## src/rtl/free_list_ctrl.sv

```systemverilog
// free_list_ctrl: physical-register free list for the rename stage.
// A circular buffer of free tags: the renamer allocates from head, commit
// releases onto tail. One checkpoint of head lets a mispredict flush return
// every tag allocated since the checkpoint in a single cycle.
module free_list_ctrl #(
  parameter int PHYS_REGS = 64,
  parameter int ARCH_REGS = 32,
  parameter int TAG_WIDTH = 6
) (
  input  logic                 clk,
  input  logic                 rst_n,
  input  logic                 alloc_req,
  output logic                 alloc_ready,
  output logic [TAG_WIDTH-1:0] alloc_tag,
  input  logic                 release_valid,
  input  logic [TAG_WIDTH-1:0] release_tag,
  input  logic                 ckpt_save,
  input  logic                 ckpt_restore,
  output logic [TAG_WIDTH:0]   free_count,
  output logic                 err
);

  // Tags not covered by the reset mappings start out free.
  localparam int INIT_FREE = PHYS_REGS - ARCH_REGS;
  // A release is only accepted while the list holds fewer than this many tags.
  localparam logic [TAG_WIDTH:0] COUNT_LIMIT = (TAG_WIDTH + 1)'(PHYS_REGS - 1);

  logic [TAG_WIDTH-1:0] mem_reg [PHYS_REGS];
  logic [TAG_WIDTH-1:0] head_reg, head_next;
  logic [TAG_WIDTH-1:0] tail_reg, tail_next;
  logic [TAG_WIDTH-1:0] ckpt_head_reg, ckpt_head_next;
  logic [TAG_WIDTH:0]   count_reg, count_next;
  logic                 err_reg, err_next;

  logic                 alloc_fire;
  logic                 release_ok;
  logic                 release_bad;
  logic [TAG_WIDTH-1:0] rewind_dist;

  // Allocation handshake: restore blocks allocation so the flushed head is
  // never handed out in the same cycle it is being rewound.
  assign alloc_ready = (count_reg != '0) && !ckpt_restore;
  assign alloc_tag   = mem_reg[head_reg];
  assign alloc_fire  = alloc_req && alloc_ready;

  // Tag 0 is never free (it is a reset mapping); a near-full list means a
  // double release somewhere upstream.
  assign release_ok  = release_valid && (release_tag != '0) && (count_reg < COUNT_LIMIT);
  assign release_bad = release_valid && !release_ok;

  // Tags allocated since the checkpoint; pointer subtraction wraps naturally.
  assign rewind_dist = head_reg - ckpt_head_reg;

  // Next-state for pointers, count, checkpoint and the sticky error flag.
  always_comb begin
    head_next      = head_reg;
    tail_next      = tail_reg;
    ckpt_head_next = ckpt_head_reg;
    count_next     = count_reg;
    err_next       = err_reg | release_bad;

    if (release_ok) begin
      tail_next = tail_reg + 1'b1;
    end

    if (ckpt_restore) begin
      // Restore wins over save and allocation; a concurrent release still lands.
      head_next  = ckpt_head_reg;
      count_next = count_reg + {1'b0, rewind_dist} + {{TAG_WIDTH{1'b0}}, release_ok};
    end else begin
      head_next  = head_reg + {{(TAG_WIDTH-1){1'b0}}, alloc_fire};
      count_next = count_reg - {{TAG_WIDTH{1'b0}}, alloc_fire}
                             + {{TAG_WIDTH{1'b0}}, release_ok};
      if (ckpt_save) begin
        // Saved pointer sits past the tag allocated this cycle.
        ckpt_head_next = head_next;
      end
    end
  end

  // Control state register.
  always_ff @(posedge clk or negedge rst_n) begin
    if (!rst_n) begin
      head_reg      <= '0;
      tail_reg      <= TAG_WIDTH'(INIT_FREE);
      ckpt_head_reg <= '0;
      count_reg     <= (TAG_WIDTH + 1)'(INIT_FREE);
      err_reg       <= 1'b0;
    end else begin
      head_reg      <= head_next;
      tail_reg      <= tail_next;
      ckpt_head_reg <= ckpt_head_next;
      count_reg     <= count_next;
      err_reg       <= err_next;
    end
  end

  // Tag storage: each entry has its own reset value, so it lives in flops.
  generate
    for (genvar gi = 0; gi < PHYS_REGS; gi++) begin : g_entry
      localparam logic [TAG_WIDTH-1:0] RESET_TAG =
        (gi < INIT_FREE) ? TAG_WIDTH'(ARCH_REGS + gi) : '0;

      // Write the released tag into the tail slot.
      always_ff @(posedge clk or negedge rst_n) begin
        if (!rst_n) begin
          mem_reg[gi] <= RESET_TAG;
        end else if (release_ok && (tail_reg == TAG_WIDTH'(gi))) begin
          mem_reg[gi] <= release_tag;
        end
      end
    end
  endgenerate

  assign free_count = count_reg;
  assign err        = err_reg;

endmodule

```

## config.mk

```make
export PLATFORM = sky130hd
export DESIGN_NAME = free_list_ctrl
export DESIGN_NICKNAME = d
export VERILOG_FILES = /design/src/rtl/free_list_ctrl.sv
export SDC_FILE = /design/constraint.sdc
export NUM_CORES = 1
export LEC_CHECK = 0
export ABC_AREA = 1
export ABC_CLOCK_PERIOD_IN_PS = 3000
export BUFFER_PORTS_ARGS = -buffer_cell sky130_fd_sc_hd__buf_2
export CORE_MARGIN = 4
export CORE_UTILIZATION = 53
export DETAILED_ROUTE_END_ITERATION = 6
export PLACE_DENSITY_LB_ADDON = 0.12
export SLEW_MARGIN = 40
export SYNTH_ARGS = -nofsm -noshare
export SYNTH_HDL_FRONTEND = slang
export SYNTH_SLANG_ARGS = --single-unit
```

## constraint.sdc

```tcl
create_clock -name clk -period 3 [get_ports clk]
set_input_delay 0.75 -clock clk [delete_from_list [all_inputs] [get_ports clk]]
set_output_delay 0.75 -clock clk [all_outputs]
set_load 0.02 [all_outputs]
```

After elaboration in Yosys (flattened, before gate mapping). Cells that the tools add are included.

Add/subtract/negate cells: 7. Magnitude comparators: 2. Equal/unequal tests: 63. Multiplexer cells: 5. Bitwise gates (word level): 3. Reductions and logical operators: 75.

Operators by type and width (count): $eq A6 B6 Y1 const B (32); $eq A6 B5 Y1 const B (16); $logic_and A1 B1 Y1 (69); $eq A6 B4 Y1 const B (8); $bmux W6 S6 (1); $eq A6 B3 Y1 const B (4); $mux W6 (3); $add A7 B1 Y7 (2); $eq A6 B2 Y1 const B (2); $add A7 B6 Y7 (1); $ge A7 B7 Y1 const B (1); $lt A7 B6 Y1 const B (1); $mux W7 (1); $not A6 Y7 (1); $reduce_bool A7 Y1 (1); $sub A7 B1 Y7 (1); $add A6 B1 Y6 (1); $add A6 B1 Y6 const B (1); $eq A6 B1 Y1 const B (1); $logic_not A6 Y1 (1); $reduce_bool A6 Y1 (1); $sub A6 B6 Y6 (1); $logic_not A1 Y1 (2); $reduce_and A2 Y1 (1); 2 further kinds (2).

Flip-flop bits (word level): 410. Output and inout port bits: 15. Logic and storage cells: 224.

Depth between registers and ports, before layout.
Depth in word-level cells: 6. Depth in mapped cells: 19. Depth with buffers taken out: 17.

Worst setup path after synthesis. Ideal clock, no wire load.

Path type: input -> register. From: in release_valid. To: reg count_reg[4] (netlist: free_count[4]). Setup time: 0.128 ns. Arrival: 2.706 ns. Slack: 0.166 ns. Cell stages on the path: 13. Cells stage by stage: nand2_1 a41oi_2 buf_6 nand2_1 fa_1 fa_1 inv_1 nand2_1 a21oi_1 nor2_1 xnor2_1 nand2_1 o21ai_0.

Word-level cells in the longest chain between the ends: 4.

RTL lines: from (decl) (line 15) `input logic release_valid,`; $logic_and A1 B1 Y1 (*) (2 in a row) (line 48) `assign release_ok = release_valid && (release_tag != '0) && (count_reg < COUNT_LIMIT);`; $add A7 B1 Y7, on equally long branches (line 73, 69); $mux W7 (*) (line 66) `if (ckpt_restore) begin`; named net count_next[4] (line 32) `logic [TAG_WIDTH:0] count_reg, count_next;`; to (signal assigned) (line 87) `count_reg <= (TAG_WIDTH + 1)'(INIT_FREE);`; to (signal assigned) (line 93) `count_reg <= count_next;`; to (decl) (line 32).

The timed path passes the listed nets; every way through them passes the cells marked *. A chain may end at the register's enable or synchronous reset.

Worst setup path after layout.
From: reg head_reg[0]. To: out alloc_tag[4].

Word-level cells in the longest chain between the ends: 4.

RTL lines: from (decl) (line 29) `logic [TAG_WIDTH-1:0] head_reg, head_next;`; from (signal assigned) (line 90) `head_reg <= head_next;`; $not A6 Y7 (not written as such) (line 43) `assign alloc_tag = mem_reg[head_reg];`; $bmux W6 S6 (line 43); $mux W6 (not written as such) (2 in a row) (line 43); to (decl) (line 14) `output logic [TAG_WIDTH-1:0] alloc_tag,`.

No other way between the ends. The select of a mux whose other input is x is not followed.

==> reports/results.tsv <==
metric	value	unit
routed_via_density	5.68	
cts.reportedPaths.clkPinSlew	60	ps
regToRegStartpoint	free_count[5]	
peakVddDrop	0.641	mV
nets	2631	
grt_max_degree	85	
fp.dieArea	43300	um2
postSynth.asyncResetShare	1.00	
max-slew-margin-rel	0.541	
violations	setup timing	
post-dp-hpwl	35900	um
cap_violations	0	
yosysSeqAreaShare	0.491	
ios	27	
critPathKind	flop to primary output	
gp_congestion	0.868	
reg2regPathDepth	14	
synth_edf_count	0	
hold_violations	0	
drt_first_pass_iters	6	
syn_area_per_cell	8.26	um2
fillers	3271	
grt_use_met2	0.459	
critPathArrivalTime	2530	ps
ant_nets	0	
outcome	complete, but fails checks	
die_h	208	um
synth_top_area_share	0.349	
drv_slew	0	
switching_share	0.397	
dr.first_iter.drc_count	1719	
largest_register_ff_count	384	
cts_hold_buf	0	
fin_crit_sh	1.09	
yosys-top-cells-count	nand2_1 (935), nand3_1 (349), o21ai_1 (304)	
synthDominantAreaCellType	dfrtp_1	
cts_buffers	46	
coreArea	39100	um2
yosysUniqueCellTypes	32	
yosysWarnings	0	
synthesis.area	21200	um2
power_frac_seq	0.339	
met3_usage	0.0447	
fp.dieW	208	um
cts_tree	built	
p_leak	10.7	nW
p_total	25.4	mW
synth_fp_nets	2611	
num_vias	17848	
clk_path_buf_depth	3	
fin_ws	-278	ps
cp_data_required_time	2250	ps
synth_cells	2566	
layout-drive-gt1-share	0.241	
syn2layout_area_growth	19.0	%
skew	11.9	ps
cp_max_fo	10	
rsz0062_at_grt	true	
min_path_type	input port to asynchronous set/reset pin	
grt_overflow_total	0	
gr-max-usage-layer	met2	
endpoint_kind	primary output	
utilization	0.645	
antenna_found_initial	0	
synth_flop_cell	dfrtp_1	
num_antenna_cells	0	
gr-usage-all-layers	0.281	
drc	0	
fp-row-count	72	
synth_seq_cells	410	
intPower	15.3	mW
worst_slew_pin_slew	688	ps
fin_crit	3280	ps
h-tree-depth	2	
setup_viol	6	
p_clk_frac	0.226	
avgRoutedWirePerCell	19.6	um
clock_latency	580	ps
r2r_slack	190	ps
r2r_end	free_count[4]	
drt-total-wl	61600	um
cts_sinks	410	
fmax	305	MHz
crit_path_start_kind	flop	
grt_pass1_vias	17561	
switching_power	10.1	mW
synth.area.top_cells	dfrtp_1 (35%), nand2_1 (17%), dfstp_2 (14%)	
p_per_area	1010	nW/um2
root_buffer	clkbuf_16	
numPortBuffers	26	
pwr-share-comb	0.435	
start_util	0.542	
grt_pass1_wl	98600	um
yosysMostFrequentCell	nand2_1	
grt_use_met1	0.385	
[layout make-up]
cell class,count,area (um2),area share
Timing Repair Buffer,177,2190,0.0869
Tap cell,518,648,0.0257
Clock buffer,70,1380,0.0548
Timing Repair inverter,1,8.76,0.000347
Clock inverter,15,154,0.00610
Multi-Input combinational cell,1899,10200,0.405
Inverter,51,218,0.00863
Sequential cell,410,10400,0.413
[routing by layer]
metal / routed length [um] / vias up
met2: 29300 / 545
met3: 3610 / 140
li1: - / 8499
met5: 0 / -
met4: 2130 / 0
met1: 26500 / 8664
[how the worst max path moves through the flow]
stage	from	end	slack, ps	cells after the start
finish	head_reg[0]	alloc_tag[4]	-280	12
global route	head_reg[0]	alloc_tag[3]	-340	13
CTS	head_reg[0]	alloc_tag[4]	-270	14
detailed placement	release_tag[3]	free_count[4]	80	14
global placement	release_tag[3]	free_count[4]	50	14
floorplan	release_valid	free_count[4]	170	13
[cells in the final DEF, fill, tap and decap left out, types with 6 or more instances in the layout]
master,count
ha_1,29
o21ai_0,104
clkbuf_1,11
buf_2,19
dfstp_2,114
buf_12,31
nand2_2,60
clkbuf_16,53
nand3_4,62
inv_1,40
o21ai_1,305
buf_16,14
clkinv_2,11
dfrtp_1,293
inv_2,10
xor2_1,13
a21oi_1,15
buf_4,86
nand2_1,869
nor2_1,77
clkbuf_8,12
buf_6,15
nand2_4,6
nand3_1,217
nand3_2,120
[kinds of logic (layout without fill, tap and decap cells)]
family	Yosys count	in the layout	synth area share
and+or+nand+nor	1421	1421	0.306
muxes	1	1	0.000531
xor gates and xnor gates	15	15	0.00620
DFF	410	410	0.491
adders and majority gates	33	33	0.0209
AOI/OAI and AO/OA	429	429	0.102
buffers and inverters	257	314	0.0735
[power groups by stage]
| stage | sequential, mW | clock, mW | combinational [mW] |
|---|---|---|---|
| 2_1_floorplan | 8.38 | 0 | 6.23 |
| 3_3_place_gp | 8.57 | 0 | 8.66 |
| 3_5_place_dp | 8.61 | 0 | 8.83 |
| 4_1_cts | 8.56 | 5.81 | 10.3 |
| 5_1_grt | 8.82 | 6.06 | 12.1 |
| 6_report | 8.61 | 5.73 | 11.0 |
[repair_timing]
item,4_1_cts,5_1_grt
pin swaps,73,85
hold endpoints to repair,0,0
resized for setup,154,117
cloned,13,7
endpoints found under the setup margin,6,9
buffers inserted,22,1
[metrics by stage]
stage / cell area [um2] / TNS (ps) / hold WS [ps] / setup WS, ps / cells
after floorplan: 21200 / 0 / 450 / 166 / 2566
after global placement: 21800 / 0 / 436 / 49.5 / 3018
after detailed placement: 21800 / 0 / 452 / 75.9 / 3018
after CTS: 24600 / -1590 / 111 / -272 / 3136
after global routing: 25200 / -1890 / 128 / -343 / 3141
final: 25200 / -1560 / 115 / -278 / 3141
[critical path, cell delays in order, from the launching register on]
cell     delay, ps
dfrtp_4        520
buf_12         170
buf_16         160
buf_16         170
nand2_1         50
nand3_1         90
nand3_2        130
nand2_1         70
nand2_1         80
nand3_2        140
nand3_4        140
nand2_4         80
buf_6          130
No activity file was read; power rests on OpenSTA's default activity.
